### src/rtl/mips_pkg.sv
// mips_pkg: constants shared by the fetch and decode stages
package mips_pkg;
    localparam int          ADDR_W_DEFAULT   = 32;
    localparam logic [31:0] PC_RESET_DEFAULT = 32'h8002_0000;
    localparam logic [31:0] NOP_INSN         = 32'h0000_0000;
    localparam int          WORD_BYTES       = 4;

    localparam logic [5:0] OP_RTYPE = 6'h00;
    localparam logic [5:0] OP_J     = 6'h02;
    localparam logic [5:0] OP_JAL   = 6'h03;
    localparam logic [5:0] OP_BEQ   = 6'h04;
    localparam logic [5:0] OP_BNE   = 6'h05;
    localparam logic [5:0] OP_LW    = 6'h23;
    localparam logic [5:0] OP_SW    = 6'h2b;
    localparam logic [5:0] FN_JR    = 6'h08;
    localparam logic [5:0] FN_JALR  = 6'h09;

    function automatic logic is_aligned(input logic [1:0] lsb);
        return lsb == 2'b00;
    endfunction
endpackage

### src/rtl/fetch_skid_buffer.sv
// fetch_skid_buffer: one-entry {insn, pc} holding register for decode back-pressure
module fetch_skid_buffer
    import mips_pkg::*;
#(
    parameter int ADDR_W = ADDR_W_DEFAULT
) (
    input  logic              clock,
    input  logic              reset,
    input  logic              i_load,
    input  logic              i_unload,
    input  logic              i_flush,
    input  logic [31:0]       i_insn,
    input  logic [ADDR_W-1:0] i_pc,
    output logic              o_valid,
    output logic [31:0]       o_insn,
    output logic [ADDR_W-1:0] o_pc
);
    logic              r_valid;
    logic [31:0]       r_insn;
    logic [ADDR_W-1:0] r_pc;

    always_ff @(posedge clock) begin
        if (reset) begin
            r_valid <= 1'b0;
            r_insn  <= NOP_INSN;
            r_pc    <= '0;
        end else if (i_flush) begin
            r_valid <= 1'b0;
        end else if (i_load) begin
            r_valid <= 1'b1;
            r_insn  <= i_insn;
            r_pc    <= i_pc;
        end else if (i_unload) begin
            r_valid <= 1'b0;
        end
    end

    assign o_valid = r_valid;
    assign o_insn  = r_insn;
    assign o_pc    = r_pc;
endmodule

### src/rtl/fetch.sv
// fetch: sequential instruction fetch with one-entry skid buffer and PC redirect
module fetch
    import mips_pkg::*;
#(
    parameter int                ADDR_W   = ADDR_W_DEFAULT,
    parameter logic [ADDR_W-1:0] PC_RESET = PC_RESET_DEFAULT
) (
    input  logic              clock,
    input  logic              reset,
    input  logic              stall,
    input  logic              redirect_valid,
    input  logic [ADDR_W-1:0] redirect_pc,
    output logic              imem_req,
    output logic [ADDR_W-1:0] imem_addr,
    input  logic [31:0]       imem_rdata,
    output logic [31:0]       insn,
    output logic [ADDR_W-1:0] pc,
    output logic              enable_decode,
    output logic              misalign_err
);
    logic [ADDR_W-1:0] r_pc_f;
    logic [ADDR_W-1:0] r_inflight_pc;
    logic              r_inflight;
    logic              r_squash;
    logic              w_hold;
    logic              w_arrive;
    logic              w_skid_valid;
    logic [31:0]       w_skid_insn;
    logic [ADDR_W-1:0] w_skid_pc;

    assign w_hold    = stall && enable_decode;
    assign w_arrive  = r_inflight && !r_squash;
    assign imem_req  = !reset && !redirect_valid && !w_hold;
    assign imem_addr = r_pc_f;

    fetch_skid_buffer #(.ADDR_W(ADDR_W)) u_skid (
        .clock    (clock),
        .reset    (reset),
        .i_load   (w_hold && w_arrive),
        .i_unload (!w_hold),
        .i_flush  (redirect_valid),
        .i_insn   (imem_rdata),
        .i_pc     (r_inflight_pc),
        .o_valid  (w_skid_valid),
        .o_insn   (w_skid_insn),
        .o_pc     (w_skid_pc)
    );

    always_ff @(posedge clock) begin
        if (reset) begin
            r_pc_f        <= PC_RESET;
            r_inflight    <= 1'b0;
            r_inflight_pc <= '0;
            r_squash      <= 1'b0;
            insn          <= NOP_INSN;
            pc            <= '0;
            enable_decode <= 1'b0;
            misalign_err  <= 1'b0;
        end else begin
            r_inflight <= imem_req;
            if (imem_req) r_inflight_pc <= r_pc_f;
            r_squash <= redirect_valid;
            if (redirect_valid && !is_aligned(redirect_pc[1:0])) misalign_err <= 1'b1;
            // Redirect drops the current output and any arrival, even under stall
            if (redirect_valid) begin
                r_pc_f        <= {redirect_pc[ADDR_W-1:2], 2'b00};
                enable_decode <= 1'b0;
            end else begin
                if (imem_req) r_pc_f <= r_pc_f + ADDR_W'(WORD_BYTES);
                if (!w_hold) begin
                    enable_decode <= w_skid_valid || w_arrive;
                    if (w_skid_valid) begin
                        insn <= w_skid_insn;
                        pc   <= w_skid_pc;
                    end else if (w_arrive) begin
                        insn <= imem_rdata;
                        pc   <= r_inflight_pc;
                    end
                end
            end
        end
    end
endmodule
### config.mk
export PLATFORM = sky130hd
export DESIGN_NAME = fetch
export DESIGN_NICKNAME = d
export VERILOG_FILES = /design/src/rtl/mips_pkg.sv /design/src/rtl/fetch_skid_buffer.sv /design/src/rtl/fetch.sv
export SDC_FILE = /design/constraint.sdc
export NUM_CORES = 1
export LEC_CHECK = 0
export CAP_MARGIN = 20
export CORE_AREA = 2 2 133 232
export CTS_CLUSTER_DIAMETER = 40
export DETAILED_ROUTE_END_ITERATION = 10
export DIE_AREA = 0 0 135 234
export PLACE_DENSITY = 0.48
export SLEW_MARGIN = 15
export SYNTH_ARGS = -nofsm -noshare
export SYNTH_HDL_FRONTEND = slang
export SYNTH_HIERARCHICAL = 1
export SYNTH_SLANG_ARGS = --single-unit
### constraint.sdc
create_clock -name clock -period 2.3 [get_ports clock]
set_clock_uncertainty 0.1 [all_clocks]
set_input_delay 0.345 -clock clock [delete_from_list [all_inputs] [get_ports clock]]
set_output_delay 0.345 -clock clock [all_outputs]
set_load 0.02 [all_outputs]
==> flow_summary.toml <==
[outcome]
status = "finished, final reports clean"

[sta]
fin_crit_sh_pct = 88.7
worst_slew_pin_slew_ns = 0.720
final_max_slew_viol_count = 0
rsz0062_at_grt = "false"
tns_ns = 0
max_slew_margin_pct = 52.0
setup_viol_count_final = 0
hold_violations = 0
period_minus_slack_ns = 2.04
whs_ns = 0.0994
fmax_mhz = 490

[cts]
clk_path_buf_depth = 2
cts_inserted_buffers = 17
clk_pin_slew_ns = 0.07
htreeDepth = 4
ctsResizeCount = 0
post-cts-setup-buffer-count = 0
cts_hold_buffers = 0
cts_sinks = 193
ctsRootBufferMaster = "clkbuf_16"
tritoncts = "yes"
insertion_delay_ns = 0.45

[power_and_ir_drop]
p_int_mw = 5.79
ir_worst_vdd_mv = 0.520
power.switching_mw = 1.91
clockPowerShare_pct = 42.3
power_density_nw_per_um2 = 669
sequentialPowerShare_pct = 46.1
p_comb_share_pct = 11.6
p_leak_nw = 3.82
swShare_pct = 24.8

[yosys]
ys_ff_latch = 193
synth_cell_types = 52
postSynthAreaPerCell_um2 = 9.86
yosysSeqAreaShare_pct = 43.9
syn_area_um2 = 8800
synth_ff_type = "dfxtp_1"
synth_edf_count = 0
syn_inst = 893
async_flop_share_pct = 0
yosys_warnings = 6

[global_routing]
grt.total_usage_pct = 15.6
first_global_vias = 6852
grt_start_max_net_pins = 197
overflow = 0
antenna_found_initial = 0
grt_pass1_wl_um = 38300

[critical_path]
crit_slowest_cell = "clkdlybuf4s50_1"
path_cells = "clkdlybuf4s50_1"
cp_max_fo = 5
cp-end-kind = "output port"
timing.setup.critical_path_class = "reg -> out"
cp.arrival_ns = 1.60
start_kind = "flop"
crit_buf_inv = 1
worstPathRequired_ns = 1.86
cpPeakStageDelay_ns = 0.66
crit_family = "buffers and inverters"
cp-startpoint = "imem_addr[12]"
r2r_start = "imem_addr[2]"

[floorplanning]
die_area_um2 = 31600
dieHeight_um = 234
coreArea_um2 = 29800
initial_core_util_pct = 29.5
ioPinCount = 167
row_count = 84
die_x_um = 135

[layout]
final_cell_mix = "192 x dfxtp_1, 161 x clkdlybuf4s50_1, 91 x nor2_1"
area_growth_pct = 30.8
fin_area_um2 = 11500
drive_gt1_share_pct = 14.0
fillers = 3048
layout_commonest_cell = "dfxtp_1"
num-nets-final = 1104

[routing]
first_pass_iters = 5
ant_nets = 0
vias_per_cell = 4.85
num_vias = 6959
post_drt_wl_per_cell_um = 16.8
wl_um = 24200
drt-initial-drc-count = 335
drc_errors = 0

[worst_hold_path]
min-delay-start = "reset"
hp-class = "in -> reg"

[place]
place_congestion = 0.805
place_area_um2 = 10900
port_buffers = 164
hpwl_um = 15800

[job]
cap_violations = 0
## stage by stage
| stage | setup WS, ns | util, % | power, mW | instances |
|---|---|---|---|---|
| after floorplan | 0.261 | - | 4.08 | 896 |
| after global placement | 0.00595 | 36.4 | 4.53 | 1403 |
| after detailed placement | -0.00422 | 36.4 | 4.53 | 1403 |
| after CTS | 0.00637 | 38.5 | 7.84 | 1435 |
| after global routing | 0.175 | 38.5 | 8.04 | 1435 |
| final | 0.259 | 38.6 | 7.69 | 1436 |
## metal layers
layer	vias to the layer above	track usage, %	part of all wire, %
met2	148	27.6	51
met1	3271	18.8	44
met3	21	3.24	3.1
met4	0	5.05	1.9
met5	-	0	0
li1	3519	-	-
## area by class of cell
cell class	count	area, µm²	share of cell area (%)
clock inverters	12	180	1.57
repair buffers	203	2050	17.8
inverters	10	37.5	0.326
multi-input cells	610	4430	38.5
well taps	387	484	4.21
clock buffers	20	457	3.97
flip-flops and latches	193	3870	33.6
diodes	1	2.50	0.0217
## Yosys cell counts, drive strengths merged (2+ instances only)
cell type | number | share of area [%]
a22oi | 3 | 0.26
a21oi | 19 | 1.1
mux2i | 64 | 7.3
o21a | 2 | 0.17
clkbuf | 30 | 1.3
inv | 10 | 0.43
and2 | 2 | 0.14
xor2 | 15 | 1.5
a22o | 24 | 2.4
nand4 | 12 | 1.1
or4 | 2 | 0.17
nand4bb | 64 | 8.2
a211oi | 73 | 6.2
xnor2 | 8 | 0.80
o21ai | 68 | 6.4
nor3 | 9 | 0.82
nand2b | 64 | 4.5
nor2b | 3 | 0.24
nor4 | 6 | 0.43
a31oi | 3 | 0.21
nand2 | 46 | 2.0
nor2 | 92 | 4.0
dfxtp | 193 | 44
o211ai | 2 | 0.17
o31a | 2 | 0.20
and3 | 2 | 0.14
a32oi | 2 | 0.20
buf | 53 | 4.3
nor4b | 2 | 0.20
nand3 | 10 | 0.57
## final timing paths
kind,to,slack [ns],cells past startpoint
worst min-delay path,imem_addr[10],0.1,2
worst max register to register,imem_addr[26],0.32,6
worst max-delay path,imem_addr[12],0.26,1
worst min register to register,misalign_err,0.35,2
## flip-flops by register name, indices dropped and copies added, names as in the netlist
register        count
pc                 32
u_skid/o_insn      32
r_inflight_pc      30
insn               32
r_squash            1
enable_decode       1
r_inflight          1
misalign_err        1
u_skid/o_valid      1
imem_addr          30
u_skid/o_pc        32
## logic make-up after synthesis
kind of cell | Yosys count | share of synthesized area [%]
other | 1 | 0.0426
AND/OR/NAND/NOR | 316 | 22.7
AO/OA/AOI/OAI | 202 | 17.7
buffers and inverters | 93 | 6.00
flip-flops | 193 | 43.9
XOR/XNOR | 23 | 2.29
multiplexers | 64 | 7.28
adder cells (fa/ha/maj) | 1 | 0.142
## power groups by stage
stage,combinational [mW],sequential [mW],clock (mW)
finish,0.894,3.55,3.25
global route,0.971,3.56,3.51
CTS,0.909,3.55,3.38
detailed placement,0.904,3.63,0
global placement,0.905,3.63,0
floorplan,0.364,3.72,0
Power figures use the tool's default switching activity.
